$ cat src/rtl/wb_arbiter_2m.sv
// wb_arbiter_2m: two-master, one-slave Wishbone classic arbiter.
// Master 0 is the instruction-fetch path and master 1 is the data-cache path.
// The grant is registered and round-robin, and each grant covers exactly one
// single-beat transfer. After every transfer the arbiter spends one idle cycle.
// Optional feature: define WB_ARB_TIMEOUT_EN to enable the grant watchdog.
// The watchdog raises err to the granted master after TIMEOUT_CYCLES cycles
// without a slave termination.
//
// Handshake: a master's request is valid while mN_cyc_i & mN_stb_i. While that
// master is granted, its request is passed straight through to the slave. The
// transfer completes in the first cycle where any of wb_ack_i/wb_err_i/wb_rty_i
// is high, and that termination is routed to the granted master in the same
// cycle. A master may abandon its request by dropping cyc. In that case no
// response is routed.
module wb_arbiter_2m #(
  parameter int ADDR_WIDTH     = 32,
  parameter int DATA_WIDTH     = 32,
  parameter int TIMEOUT_CYCLES = 255
) (
  input  logic                    clk,
  input  logic                    rst,
  // master 0 (instruction fetch)
  input  logic [ADDR_WIDTH-1:0]   m0_adr_i,
  input  logic [DATA_WIDTH-1:0]   m0_dat_i,
  output logic [DATA_WIDTH-1:0]   m0_dat_o,
  input  logic                    m0_we_i,
  input  logic [DATA_WIDTH/8-1:0] m0_sel_i,
  input  logic                    m0_stb_i,
  input  logic                    m0_cyc_i,
  output logic                    m0_ack_o,
  output logic                    m0_err_o,
  output logic                    m0_rty_o,
  // master 1 (data cache)
  input  logic [ADDR_WIDTH-1:0]   m1_adr_i,
  input  logic [DATA_WIDTH-1:0]   m1_dat_i,
  output logic [DATA_WIDTH-1:0]   m1_dat_o,
  input  logic                    m1_we_i,
  input  logic [DATA_WIDTH/8-1:0] m1_sel_i,
  input  logic                    m1_stb_i,
  input  logic                    m1_cyc_i,
  output logic                    m1_ack_o,
  output logic                    m1_err_o,
  output logic                    m1_rty_o,
  // slave side
  output logic [ADDR_WIDTH-1:0]   wb_adr_o,
  output logic [DATA_WIDTH-1:0]   wb_dat_o,
  output logic                    wb_we_o,
  output logic [DATA_WIDTH/8-1:0] wb_sel_o,
  output logic                    wb_stb_o,
  output logic                    wb_cyc_o,
  input  logic [DATA_WIDTH-1:0]   wb_dat_i,
  input  logic                    wb_ack_i,
  input  logic                    wb_err_i,
  input  logic                    wb_rty_i,
  // one-hot current grant; 00 when idle
  output logic [1:0]              grant_o
);

  // Reject a watchdog limit the counter cannot represent.
  if (TIMEOUT_CYCLES < 1 || TIMEOUT_CYCLES > 65535) begin : g_bad_timeout
    $error("wb_arbiter_2m: TIMEOUT_CYCLES must be within 1..65535");
  end

  typedef enum logic [1:0] {
    IDLE = 2'd0,
    GNT0 = 2'd1,
    GNT1 = 2'd2
  } state_t;

  state_t state_q, state_d;
  logic   last_gnt_q, last_gnt_d;   // master granted most recently

  logic req0, req1, term, to_hit;

  assign req0 = m0_cyc_i & m0_stb_i;
  assign req1 = m1_cyc_i & m1_stb_i;
  assign term = wb_ack_i | wb_err_i | wb_rty_i;

  // The read data bus is shared, so both masters always see the slave data.
  assign m0_dat_o = wb_dat_i;
  assign m1_dat_o = wb_dat_i;

`ifdef WB_ARB_TIMEOUT_EN
  localparam int CW = $clog2(TIMEOUT_CYCLES + 1);

  logic [CW-1:0] cnt_q, cnt_d;

  // The watchdog fires only when the slave has not terminated in this cycle.
  // A real termination always wins over the watchdog.
  assign to_hit = (state_q != IDLE) && !term && (cnt_q == CW'(TIMEOUT_CYCLES));

  // Watchdog count: the count is zero on entry to a grant and advances while
  // the slave stalls.
  always_comb begin
    cnt_d = cnt_q;
    if (state_q == IDLE) begin
      cnt_d = '0;
    end else if (!term && !to_hit) begin
      cnt_d = cnt_q + 1'b1;
    end
  end

  // Watchdog counter register.
  always_ff @(posedge clk) begin
    if (rst) begin
      cnt_q <= '0;
    end else begin
      cnt_q <= cnt_d;
    end
  end
`else
  assign to_hit = 1'b0;
`endif

  // Grant state and round-robin memory.
  always_ff @(posedge clk) begin
    if (rst) begin
      state_q    <= IDLE;
      last_gnt_q <= 1'b1;
    end else begin
      state_q    <= state_d;
      last_gnt_q <= last_gnt_d;
    end
  end

  // Arbitration, bus steering and response routing.
  always_comb begin
    state_d    = state_q;
    last_gnt_d = last_gnt_q;
    wb_adr_o   = '0;
    wb_dat_o   = '0;
    wb_we_o    = 1'b0;
    wb_sel_o   = '0;
    wb_stb_o   = 1'b0;
    wb_cyc_o   = 1'b0;
    m0_ack_o   = 1'b0;
    m0_err_o   = 1'b0;
    m0_rty_o   = 1'b0;
    m1_ack_o   = 1'b0;
    m1_err_o   = 1'b0;
    m1_rty_o   = 1'b0;
    grant_o    = 2'b00;
    case (state_q)
      IDLE: begin
        if (req0 && req1) begin
          // On contention, the master that was not granted last wins.
          if (last_gnt_q) begin
            state_d    = GNT0;
            last_gnt_d = 1'b0;
          end else begin
            state_d    = GNT1;
            last_gnt_d = 1'b1;
          end
        end else if (req0) begin
          state_d    = GNT0;
          last_gnt_d = 1'b0;
        end else if (req1) begin
          state_d    = GNT1;
          last_gnt_d = 1'b1;
        end
      end
      GNT0: begin
        grant_o  = 2'b01;
        wb_adr_o = m0_adr_i;
        wb_dat_o = m0_dat_i;
        wb_we_o  = m0_we_i;
        wb_sel_o = m0_sel_i;
        wb_stb_o = m0_stb_i;
        wb_cyc_o = m0_cyc_i;
        m0_ack_o = wb_ack_i;
        m0_err_o = wb_err_i | to_hit;
        m0_rty_o = wb_rty_i;
        if (!m0_cyc_i || term || to_hit) begin
          state_d = IDLE;
        end
      end
      GNT1: begin
        grant_o  = 2'b10;
        wb_adr_o = m1_adr_i;
        wb_dat_o = m1_dat_i;
        wb_we_o  = m1_we_i;
        wb_sel_o = m1_sel_i;
        wb_stb_o = m1_stb_i;
        wb_cyc_o = m1_cyc_i;
        m1_ack_o = wb_ack_i;
        m1_err_o = wb_err_i | to_hit;
        m1_rty_o = wb_rty_i;
        if (!m1_cyc_i || term || to_hit) begin
          state_d = IDLE;
        end
      end
      default: begin
        state_d = IDLE;
      end
    endcase
  end

endmodule

$ cat config.mk
export PLATFORM = sky130hd
export DESIGN_NAME = wb_arbiter_2m
export DESIGN_NICKNAME = d
export VERILOG_FILES = /design/src/rtl/wb_arbiter_2m.sv
export SDC_FILE = /design/constraint.sdc
export NUM_CORES = 1
export LEC_CHECK = 0
export ABC_AREA = 1
export BUFFER_PORTS_ARGS = -buffer_cell sky130_fd_sc_hd__buf_2
export CAP_MARGIN = 15
export CORE_AREA = 2 2 127 129
export DETAILED_ROUTE_END_ITERATION = 10
export DIE_AREA = 0 0 129 131
export PLACE_DENSITY = 0.45
export RECOVER_POWER = 25
export SETUP_SLACK_MARGIN = 0.3
export SLEW_MARGIN = 15
export SYNTH_ARGS = -nofsm -noshare
export SYNTH_HDL_FRONTEND = slang
export SYNTH_SLANG_ARGS = --single-unit
$ cat constraint.sdc
create_clock -name clk -period 3.6 [get_ports clk]
set_input_delay 0.72 -clock clk [delete_from_list [all_inputs] [get_ports clk]]
set_output_delay 0.72 -clock clk [all_outputs]
set_load 0.02 [all_outputs]
==> run metrics <==
RD Place Congestion=0.718; maximum net fanout on the critical path=39; core box area=15600 um^2; Pre-antenna DRT Iters=4; Synth Net Count=530; number of cell rows=46; net switching share of the total power=39.9%; largest net degree at the start of global routing=72; Pint=294 uW; WP data arrival=2.04 ns; GRT overflow=0; footprint of the multi-input gates=1070 um^2; starting density of the core=12.0%; cell area after synthesis=1870 um^2; sort of element at the end of the critical path=output port; global-route wire length before repair=10600 um; final critical-path setup slack=0.836 ns; Final Slew Violations=0; total of warnings raised by yosys=0; CTS tree=done; Inserted Diodes=0; result of the run=complete, no violations; via count of the first global-routing pass=2304; final net count=677; Critical Path Slowest Stage Cell=sky130_fd_sc_hd__ha_2; largest stage delay on the critical path=0.67 ns; CTS Buf Count=3; type of origin of the critical path=flip-flop; drt total wl=7430 um; classification of the worst setup path=flip-flop to output port; Tcrit/Tclk final=76.8%; Post-CTS Setup Repair Bufs=0; Hold Crit Class=flip-flop to flip-flop; wire length per cell after detailed routing=10.5 um; area of all sequential standard cells=60.1 um^2; post-synthesis cell count=346; Max Clk Rate=362 MHz; CTS clock-pin slew for the worst setup and hold paths=0.03 ns; Synth cell types=17; number of antenna violations at the first check in global routing=0; unrepaired setup endpoints after global routing=no; IO Count=322; Final Critical Period=2.76 ns; total via count after detailed routing=2521; Worst-Margin Slew=0.731 ns; Switch Pwr=195 uW; Leak=1.41 nW; Final ANT Viol Nets=0; post-DP HPWL=5950 um; cell type with the highest aggregate area in the netlist=sky130_fd_sc_hd__nand2_1; pre-CTS setup slack=1.05 ns; clock latency reported for the late side of the worst-skew pair=0.22 ns; critical path data required time=2.88 ns; # clock sinks=3; synthesis-to-layout area growth=45.5%; Final TNS setup=0 ns; count of endpoints failing setup in the final report=0; number of violations reported at the end of detailed-routing iteration 0=56; GR Util All Layers=7.72%; die span in x=129 um; area share of the leading cell type in the synthesized netlist=30.5%; number of endpoints with negative hold slack in the final report=0; layout cell share with drive strength beyond 1=48.4%; Hold Slack=0.484 ns; # resized after CTS=0; number of filler cells placed in the layout=1834; full die area=16900 um^2; Clock Path Buffers=2; mean area per synthesized cell=5.41 um^2; vias per cell=3.56; Flop pwr share=7.9%; cells along the critical path=inv_1 -> ha_2 -> buf_12 -> nand2_1 -> a21oi_1 -> buf_2; maximum level of the CTS H-tree=1; Seq/Total Area, Yosys=3.21%; maximum vdd drop=0.146 mV; root cell of the clock tree=sky130_fd_sc_hd__clkbuf_16; max-slew headroom at the worst pin=51.3%; part of the total power dissipated in the clock network=36.2%; Setup Skew=0.00275 ns; power density over the cells=179 nW/um^2; part of the power in combinational logic=56.0%; number of synthesized register bits=3; count of buffers from port buffering=225; number of design rule violations left after detail routing=0; max-cap violations=0; vertical extent of the die=131 um; cell types occupying the most area after synthesis=sky130_fd_sc_hd__nand2_1 30%, sky130_fd_sc_hd__buf_4 26%, sky130_fd_sc_hd__a21oi_1 20%; number of buffers inserted for hold repair after clock tree synthesis=0
[power by group through the flow]
stage                     clock network (mW)  logic (mW)  registers, mW
after floorplan                            0       0.261         0.0385
after global placement                     0       0.282         0.0389
after detailed placement                   0       0.280         0.0388
after CTS                              0.180       0.280         0.0385
after global routing                   0.182       0.308         0.0388
final                                  0.177       0.273         0.0384
[layout by cell type, fill, tap and decap left out]
cell                        synthesis  final
sky130_fd_sc_hd__a21oi_1           74     75
sky130_fd_sc_hd__buf_12             0      3
sky130_fd_sc_hd__buf_2              1    225
sky130_fd_sc_hd__buf_4             65      1
sky130_fd_sc_hd__clkbuf_1           6      1
sky130_fd_sc_hd__clkbuf_16          0      3
sky130_fd_sc_hd__dfxtp_1            3      3
sky130_fd_sc_hd__ha_1               5      3
sky130_fd_sc_hd__ha_2               0      2
sky130_fd_sc_hd__inv_1             12     12
sky130_fd_sc_hd__inv_2              1      1
sky130_fd_sc_hd__nand2_1          152    152
sky130_fd_sc_hd__nand2_2            2      2
sky130_fd_sc_hd__nand3_1            3      3
sky130_fd_sc_hd__nand3_2            1      1
sky130_fd_sc_hd__nor2_1             3      3
sky130_fd_sc_hd__o21ai_0            1      1
sky130_fd_sc_hd__o21ai_1            1      1
[layout make-up]
type	count	area share, %
well taps	216	9.92
clock buffers	4	2.89
inverters	13	1.79
flip-flops and latches	3	2.20
multi-input cells	243	39.4
repair buffers	229	43.8
[synthesized netlist by cell type, drive strengths merged]
cell type,n
clkbuf,6
inv,13
a21oi,75
nand2,154
nor2,3
buf,81
o21ai,2
dfxtp,3
ha,5
nand3,4
[logic make-up after synthesis]
logic type	count (synthesis)	synth area share, %
flip-flops	3	3.21
AND/OR/NAND/NOR	161	33.1
AO/OA/AOI/OAI	77	21.2
buffers and inverters	100	39.2
adder cells (fa/ha/maj)	5	3.34
[flip-flops by register name, indices dropped and copies added, names as in the netlist]
signal,cells
state_q,2
last_gnt_q,1
[path summary, 6_finish.rpt]
| path | startpoint | to | slack (ns) | depth (start not counted) |
|---|---|---|---|---|
| max | state_q[1] | wb_dat_o[0] | 0.84 | 6 |
| min | last_gnt_q | last_gnt_q | 0.48 | 2 |
| min reg2reg | last_gnt_q | last_gnt_q | 0.48 | 2 |
| max reg2reg | state_q[1] | state_q[0] | 1.80 | 8 |
[critical path: cells and delay by family, from the launching register on]
kind,cells,cell delay [ns]
and+or+nand+nor,1,0.07
adders and majority gates,1,0.67
AOI/OAI and AO/OA,1,0.15
buffers and inverters,3,0.58
DFF,1,0.32
[routing by layer]
metal,track usage (%),up-vias,part of all wire (%)
met1,8.65,1046,40
met3,2.12,10,9.5
met2,14.3,154,49
met5,0,-,0
li1,-,1311,-
met4,2.30,0,1.4
[stage by stage]
step           power [mW]  util, %  area, um^2  instances
2_1_floorplan       0.300        -        1870        346
3_3_place_gp        0.321     17.0        2660        704
3_5_place_dp        0.318     17.0        2660        704
4_1_cts             0.498     17.5        2740        708
5_1_grt             0.528     17.5        2720        708
6_report            0.488     17.5        2720        708
No activity file was read; power rests on OpenSTA's default activity.
